[src/rtl/ps2_host_tx.sv]
// PS/2 host-to-device transmitter: inhibit, request-to-send, 11-bit frame on
// device clocks, ACK check, bus-idle wait, with an inter-edge timeout.
// Ports:
//   clock, reset (sync, active-high)
//   send, send_data[7:0]              start request and byte to transmit
//   ps2_clock_in, ps2_data_in         raw pin levels (asynchronous)
//   ps2_clock_oe, ps2_data_oe         1 = pull the matching line low
//   busy, done, error                 status; done/error are 1-cycle pulses
module ps2_host_tx #(
  parameter int INHIBIT_CYCLES = 6000,
  parameter int TIMEOUT_CYCLES = 1000000
) (
  input  logic       clock,
  input  logic       reset,
  input  logic       send,
  input  logic [7:0] send_data,
  input  logic       ps2_clock_in,
  input  logic       ps2_data_in,
  output logic       ps2_clock_oe,
  output logic       ps2_data_oe,
  output logic       busy,
  output logic       done,
  output logic       error
);

  localparam int CMAX = (INHIBIT_CYCLES > TIMEOUT_CYCLES) ?
                        INHIBIT_CYCLES : TIMEOUT_CYCLES;
  localparam int CW = $clog2(CMAX + 1);
  localparam logic [CW-1:0] INH_LAST = CW'(INHIBIT_CYCLES - 1);
  localparam logic [CW-1:0] TMO_LAST = CW'(TIMEOUT_CYCLES - 1);

  typedef enum logic [2:0] {
    S_IDLE,
    S_INHIBIT,
    S_START,
    S_SHIFT,
    S_ACK,
    S_WAIT
  } state_t;

  state_t        r_state, w_state;
  logic [CW-1:0] r_cnt, w_cnt, w_cnt_inc;
  logic [3:0]    r_bits, w_bits;
  logic [7:0]    r_shift, w_shift;
  logic          r_par, w_par;
  logic          r_clock_oe, w_clock_oe;
  logic          r_data_oe, w_data_oe;
  logic          r_busy, w_busy;
  logic          r_done, w_done;
  logic          r_error, w_error;

  logic r_clk_s1, r_clk_s2, r_clk_prev;
  logic r_dat_s1, r_dat_s2;
  logic w_fall, w_tmo;

  assign ps2_clock_oe = r_clock_oe;
  assign ps2_data_oe  = r_data_oe;
  assign busy         = r_busy;
  assign done         = r_done;
  assign error        = r_error;

  // Sync stages reset to 1 (idle bus) so leaving reset never fakes an edge.
  always_ff @(posedge clock) begin
    if (reset) begin
      r_clk_s1   <= 1'b1;
      r_clk_s2   <= 1'b1;
      r_clk_prev <= 1'b1;
      r_dat_s1   <= 1'b1;
      r_dat_s2   <= 1'b1;
    end else begin
      r_clk_s1   <= ps2_clock_in;
      r_clk_s2   <= r_clk_s1;
      r_clk_prev <= r_clk_s2;
      r_dat_s1   <= ps2_data_in;
      r_dat_s2   <= r_dat_s1;
    end
  end

  assign w_fall    = r_clk_prev & ~r_clk_s2;
  assign w_tmo     = (r_cnt == TMO_LAST);
  assign w_cnt_inc = r_cnt + CW'(1);

  // Next-state logic; the w_*_oe values are the outputs of the NEXT state,
  // so every line change is registered.
  always_comb begin
    w_state    = r_state;
    w_cnt      = r_cnt;
    w_bits     = r_bits;
    w_shift    = r_shift;
    w_par      = r_par;
    w_clock_oe = 1'b0;
    w_data_oe  = r_data_oe;
    w_done     = 1'b0;
    w_error    = 1'b0;

    unique case (r_state)
      S_IDLE: begin
        w_data_oe = 1'b0;
        if (send) begin
          w_state    = S_INHIBIT;
          w_shift    = send_data;
          w_par      = ~^send_data;
          w_bits     = '0;
          w_cnt      = '0;
          w_clock_oe = 1'b1;
        end
      end
      S_INHIBIT: begin
        w_clock_oe = 1'b1;
        w_data_oe  = 1'b0;
        if (r_cnt == INH_LAST) begin
          w_state   = S_START;
          w_cnt     = '0;
          w_data_oe = 1'b1;
        end else begin
          w_cnt = w_cnt_inc;
        end
      end
      S_START: begin
        w_state   = S_SHIFT;
        w_cnt     = '0;
        w_data_oe = 1'b1;
      end
      S_SHIFT: begin
        if (w_fall) begin
          w_cnt  = '0;
          w_bits = r_bits + 4'd1;
          if (r_bits < 4'd8) begin
            w_data_oe = ~r_shift[0];
            w_shift   = {1'b0, r_shift[7:1]};
          end else if (r_bits == 4'd8) begin
            w_data_oe = ~r_par;
          end else begin
            w_data_oe = 1'b0;
            w_state   = S_ACK;
          end
        end else if (w_tmo) begin
          w_data_oe = 1'b0;
          w_error   = 1'b1;
          w_state   = S_IDLE;
        end else begin
          w_cnt = w_cnt_inc;
        end
      end
      S_ACK: begin
        w_data_oe = 1'b0;
        if (w_fall) begin
          w_cnt = '0;
          if (!r_dat_s2) begin
            w_state = S_WAIT;
          end else begin
            w_error = 1'b1;
            w_state = S_IDLE;
          end
        end else if (w_tmo) begin
          w_error = 1'b1;
          w_state = S_IDLE;
        end else begin
          w_cnt = w_cnt_inc;
        end
      end
      S_WAIT: begin
        w_data_oe = 1'b0;
        if (r_clk_s2 && r_dat_s2) begin
          w_done  = 1'b1;
          w_state = S_IDLE;
        end else if (w_fall) begin
          w_cnt = '0;
        end else if (w_tmo) begin
          w_error = 1'b1;
          w_state = S_IDLE;
        end else begin
          w_cnt = w_cnt_inc;
        end
      end
      default: begin
        w_data_oe = 1'b0;
        w_state   = S_IDLE;
      end
    endcase

    // busy covers the pulse cycle and drops on the following one.
    w_busy = (w_state != S_IDLE) | w_done | w_error;
  end

  always_ff @(posedge clock) begin
    if (reset) begin
      r_state    <= S_IDLE;
      r_cnt      <= '0;
      r_bits     <= '0;
      r_shift    <= '0;
      r_par      <= 1'b0;
      r_clock_oe <= 1'b0;
      r_data_oe  <= 1'b0;
      r_busy     <= 1'b0;
      r_done     <= 1'b0;
      r_error    <= 1'b0;
    end else begin
      r_state    <= w_state;
      r_cnt      <= w_cnt;
      r_bits     <= w_bits;
      r_shift    <= w_shift;
      r_par      <= w_par;
      r_clock_oe <= w_clock_oe;
      r_data_oe  <= w_data_oe;
      r_busy     <= w_busy;
      r_done     <= w_done;
      r_error    <= w_error;
    end
  end

endmodule

[config.mk]
export PLATFORM = sky130hd
export DESIGN_NAME = ps2_host_tx
export DESIGN_NICKNAME = d
export VERILOG_FILES = /design/src/rtl/ps2_host_tx.sv
export SDC_FILE = /design/constraint.sdc
export NUM_CORES = 1
export LEC_CHECK = 0
export BUFFER_PORTS_ARGS = -buffer_cell sky130_fd_sc_hd__buf_2
export CORE_MARGIN = 4
export CORE_UTILIZATION = 59
export DETAILED_ROUTE_END_ITERATION = 6
export GPL_ROUTABILITY_DRIVEN = 0
export GPL_TIMING_DRIVEN = 0
export PLACE_DENSITY = 0.82
export SLEW_MARGIN = 15
export SYNTH_ARGS = -nofsm -noshare
export SYNTH_HDL_FRONTEND = slang
export SYNTH_SLANG_ARGS = --single-unit
[constraint.sdc]
create_clock -name clock -period 2.4 [get_ports clock]
set_input_delay 0.24 -clock clock [delete_from_list [all_inputs] [get_ports clock]]
set_output_delay 0.24 -clock clock [all_outputs]
set_load 0.02 [all_outputs]
After elaboration in Yosys (flattened, before gate mapping)
Cells that the tools add are included.
{ "op_classes": {"bitwise_logic": 6, "n_lt_le_gt_ge": 1, "div_mod_pow": 0, "n_addsub": 2, "n_reduce_logical": 11, "mux": 40, "mul": 0, "shifts": 0, "n_eq_ne": 13} }
{ "ops": {"columns": ["op", "n"], "rows": [
  ["two-way mux 20 bit", 5],
  ["case mux 20 bit (5 select lines)", 1],
  ["two-way mux 3 bit", 10],
  ["two-way mux 8 bit", 3],
  ["adder 20 x 1 -> 20 bit, second input constant", 1],
  ["== test 20 x 13 -> 1 bit, second input constant", 1],
  ["== test 20 bit, second input constant", 1],
  ["case mux 3 bit (6 select lines)", 1],
  ["case mux 8 bit (2 select lines)", 1],
  ["two-way mux 1 bit", 13],
  ["two-way mux 4 bit", 2],
  ["inequality test 2 bit, second input constant", 4],
  ["case mux 4 bit (2 select lines)", 1],
  ["XNOR reduction 8 bit", 1],
  ["== test 3 x 2 -> 1 bit, second input constant", 2],
  ["== test 3 bit, second input constant", 2],
  ["case mux 1 bit (3 select lines)", 2],
  ["AND reduction 3 bit", 2],
  ["nonzero test 5 bit", 1],
  ["adder 4 x 1 -> 4 bit, second input constant", 1],
  ["== test 4 bit, second input constant", 1],
  ["less-than comparator 4 bit, second input constant", 1],
  ["AND reduction 4 bit", 1],
  ["== test 3 x 1 -> 1 bit, second input constant", 1],
  ["11 further kinds", 14]
]} }
{ "word_totals": {"n_memories": 0, "latchBits": 0, "mem_bits_rw": 0, "ff_bits": 46, "word_cells": 88, "output_inout_bits": 5, "mem_bits_ro": 0, "input_bits": 13} }

Longest topological paths before layout
{ "depth": {"word_depth": 8, "depth_mapped": 8, "depth_no_buf": 8} }

Least setup slack after synthesis
Ideal clock, no wire load.
{ "synth_timing": {"path_type": "reg-to-reg", "start": "register r_cnt[17]", "end": "register r_busy, in the netlist busy", "period_less_slack_ns": 2.252, "t_required_ns": 2.266, "n_path_buf": 0, "path_slack_ns": 0.148, "path_stages_with_launch": 7, "t_arrival_ns": 2.118, "setup_time_ns": 0.134, "cell_sequence": "dfxtp_1 -> nand2b_1 -> or4_1 -> or4_4 -> nand4_2 -> o211ai_2 -> or4_1"} }
{ "synth_via": {"elab_chain_cells": 8, "elab_cells_between_ends": 17, "cone_classes": "eq/ne: 2; mux: 12; bitwise: 2; reduce/logical: 1"} }
{ "synth_rtl": {"columns": ["element", "line_no", "source"], "rows": [
  ["from (decl)", "42", "logic [CW-1:0] r_cnt, w_cnt, w_cnt_inc;"],
  ["from (signal assigned)", "200", "r_cnt <= w_cnt;"],
  ["== test 20 bit", "80", "assign w_tmo = (r_cnt == TMO_LAST);"],
  ["two-way mux 3 bit", "137, 155, 169", null],
  ["two-way mux 3 bit", "167", "end else if (w_fall) begin"],
  ["two-way mux 3 bit", "164", "if (r_clk_s2 && r_dat_s2) begin"],
  ["case mux 3 bit (6 select lines)", "96", "unique case (r_state)"],
  ["nonzero test 3 bit", "183", "w_busy = (w_state != S_IDLE) | w_done | w_error;"],
  ["bitwise OR 1 bit", "183", null],
  ["bitwise OR 1 bit (*)", "183", null],
  ["to (signal assigned)", "206", "r_busy <= w_busy;"],
  ["to (decl)", "48", "logic r_busy, w_busy;"]
]} }
Mark *: on every way between the ends. The rest lies on a longest branch, timed or not.
A chain may end at the register's enable or synchronous reset.

Worst setup path in the final report
{ "layout_timing": {"start": "register r_cnt[7]", "end": "register r_busy, in the netlist busy"} }
The elaborated chain is that of the path after synthesis.

==> impl_metrics.toml <==
[worst_setup_path]
crit_required_ns = 2.58
startpoint = "r_cnt[7]"
worstSetupStartpointType = "flip-flop"
path_class = "flip-flop to flip-flop"
critical_path_arrival_ns = 2.55
critical_path.max_fanout = 5
reg2reg_from = "r_cnt[7]"
cp-end-kind = "flip-flop"
r2r_slack_ns = 0.02

[cells_and_area]
syn2layout_area_growth_pct = 13.57
layout-drive-gt1-share_pct = 18.13
fillers = 301
diodes = 0
fin_nets = 335

[drt]
drtIter0Drc = 282
viasPerCell = 6.030
drtAntennaViolNets = 0
drc = 0
routedWlPerCell_um = 14.67
drtPass1Iterations = 5
via_count = 2219
drt_wl_total_um = 5397

[timing]
hold_viol_final = 0
fin_ws_ns = 0.02262
rsz0062_at_grt = "yes"
fin_skew_ns = 0.006638
max_freq_ghz = 0.4206
relSlewSlack_pct = 67.23
min_period_ns = 2.377
fin_crit_sh_pct = 99.06
setup_violations = 0
worstMarginPinSlew_ns = 0.4916
holdWs_ns = 0.1174
drv_slew = 0

[yosys]
netlist.area_leader.share_pct = 38.72
synth-seq-cells = 46
synth-simple-area-share_pct = 32.04
synth_top_family_by_area = "simple AND/OR/NAND/NOR gates"
ys.flop_type = "dfxtp_1"
synth_common_cells = "46 x dfxtp_1, 43 x nor2_1, 35 x nand2_1"
synth_cell_type_count = 47
yosys.area_share.adder_pct = 1.578
yosysMostFrequentCell = "dfxtp_1"
synth_warnings = 0
synth_area_sq_mm = 0.002379
avgSynthCellArea_sq_um = 8.259
synth_xor_area_share_pct = 9.942
ys_top_cells_by_area = "dfxtp_1 39%, nor2_1 6.8%, xnor2_1 5.9%"
ys_seq_area_share_pct = 38.72
synth_compound_area_share_pct = 12.99
async_flop_share_pct = 0
muxShareOfSynthArea_pct = 0.4208
synthCells = 288
synth_top_area_cell = "dfxtp_1"
syn-num-nets = 304
synth-edff-count = 0

[cts]
clk_pin_slew_worst_paths_ns = 0.08
htree_levels = 2
clockBufferDepth = 2
cts_buffers = 5
clkLatencyLatePin_ns = 0.30
cts_sinks = 46
cts_root_buf = "clkbuf_8"
cts_tree = "built"

[floorplanning]
die_y_um = 71.50
rows = 22
ioPinCount = 18
die_w_um = 71.50
coreArea_sq_mm = 0.003771
dieArea_sq_mm = 0.005112
start_util_pct = 63.07

[power]
pwr_density_cell_mw_per_mm2 = 574.4
design_power_total_uw = 1552
ir_drop_mv = 0.5198
leakagePower_uw = 0.0009568

[place]
io_buffers = 17
dp_hpwl_um = 3720
preCtsSetupSlack_ns = -0.1021

[global_route]
antenna_found_initial = 0
overflow = 0
grt_max_degree = 14
first_global_vias = 1887
grt_use_total_pct = 21.38
grt_pass1_wl_um = 8859

[flow_run]
maxCapViolCount = 0

[hold_path]
hp-start = "ps2_clock_in"
hold_class = "input port to flip-flop"

[outcome]
outcome = "completed"
final cells by class:
class	count	area [sq um]	area share, %
Multi-Input combinational cell	225	1381	51.13
Sequential cell	46	928.4	34.37
Timing Repair Buffer	24	137.6	5.095
Buffer	14	91.34	3.381
Clock buffer	7	86.33	3.196
Tap cell	48	60.06	2.223
Inverter	3	11.26	0.4169
Clock inverter	1	5.005	0.1853
repair_timing:
| item | 4_1_cts | 5_1_grt |
|---|---|---|
| pin swaps | 1 | 4 |
| gates cloned | 0 | 0 |
| hold buffers | 0 | 0 |
| hold endpoints to repair | 0 | 0 |
| setup buffers | 3 | 4 |
| gates resized for setup | 4 | 5 |
| setup endpoints to repair | 17 | 23 |
registers in the layout, indices dropped and copies added (netlist names):
name / cells
ps2_clock_oe: 1
r_state: 3
r_dat_s1: 1
r_clk_prev: 1
r_dat_s2: 1
r_shift: 8
busy: 1
r_bits: 4
r_clk_s1: 1
error: 1
r_clk_s2: 1
r_cnt: 20
done: 1
r_par: 1
ps2_data_oe: 1
final timing paths:
check,endpoint,cells after the start
hold reg to reg,r_clk_s2,1
setup reg to reg,busy,5
hold / removal,r_clk_s1,2
setup / recovery,busy,5
per-stage QoR:
step | instance area (sq um) | cells | utilization, % | setup TNS (ns)
CTS | 2655 | 364 | 70.40 | 0
global placement | 2524 | 353 | 66.92 | -0.7113
floorplan | 2379 | 288 | - | 0
global route | 2701 | 368 | 71.63 | -0.2097
detailed placement | 2524 | 353 | 66.92 | -1.081
finish | 2701 | 368 | 71.63 | 0
power by group:
group	switching [uW]	internal, uW
Combinational	137	104
Clock	255	233
Sequential	22.8	800
layout by cell type, fill, tap and decap left out, types with 2 or more instances in the layout:
cell	instances
nand4_1	8
or4_1	4
xor2_1	11
o31ai_1	2
or2_2	5
nand2_1	35
nand3b_1	2
o21ai_0	5
nand3_1	13
buf_4	8
nor3b_1	2
a21oi_1	12
and3_1	5
o211ai_1	2
nor4_1	4
nor2_1	43
a31oi_1	4
buf_6	3
inv_1	3
nand2b_1	5
ha_1	2
a31o_2	2
clkbuf_8	7
clkbuf_1	8
dfxtp_1	42
or4_4	2
xnor2_1	16
nor3_1	14
buf_2	19
dfxtp_2	3
a311oi_1	8
per-layer routing:
metal / up-vias / global-route usage (%) / routed length, um
met2: 93 / 32.86 / 2478
met4: 0 / 5.637 / 58
li1: 1080 / - / -
met3: 7 / 4.628 / 390
met1: 1039 / 30.40 / 2469
met5: - / 0 / 0
cells by family after synthesis:
kind of cell / Yosys count
compound gates: 43
buf+inv: 17
xor+xnor: 27
fa+ha+maj: 3
mux: 1
flops: 46
simple gates: 151
worst max-delay path: stages (launching register included):
cell	delay (ns)
dfxtp_1	0.39
or4_4	0.60
or4_4	0.51
nand4_2	0.11
o211ai_2	0.09
or4_1	0.54
Power figures use the tool's default switching activity.
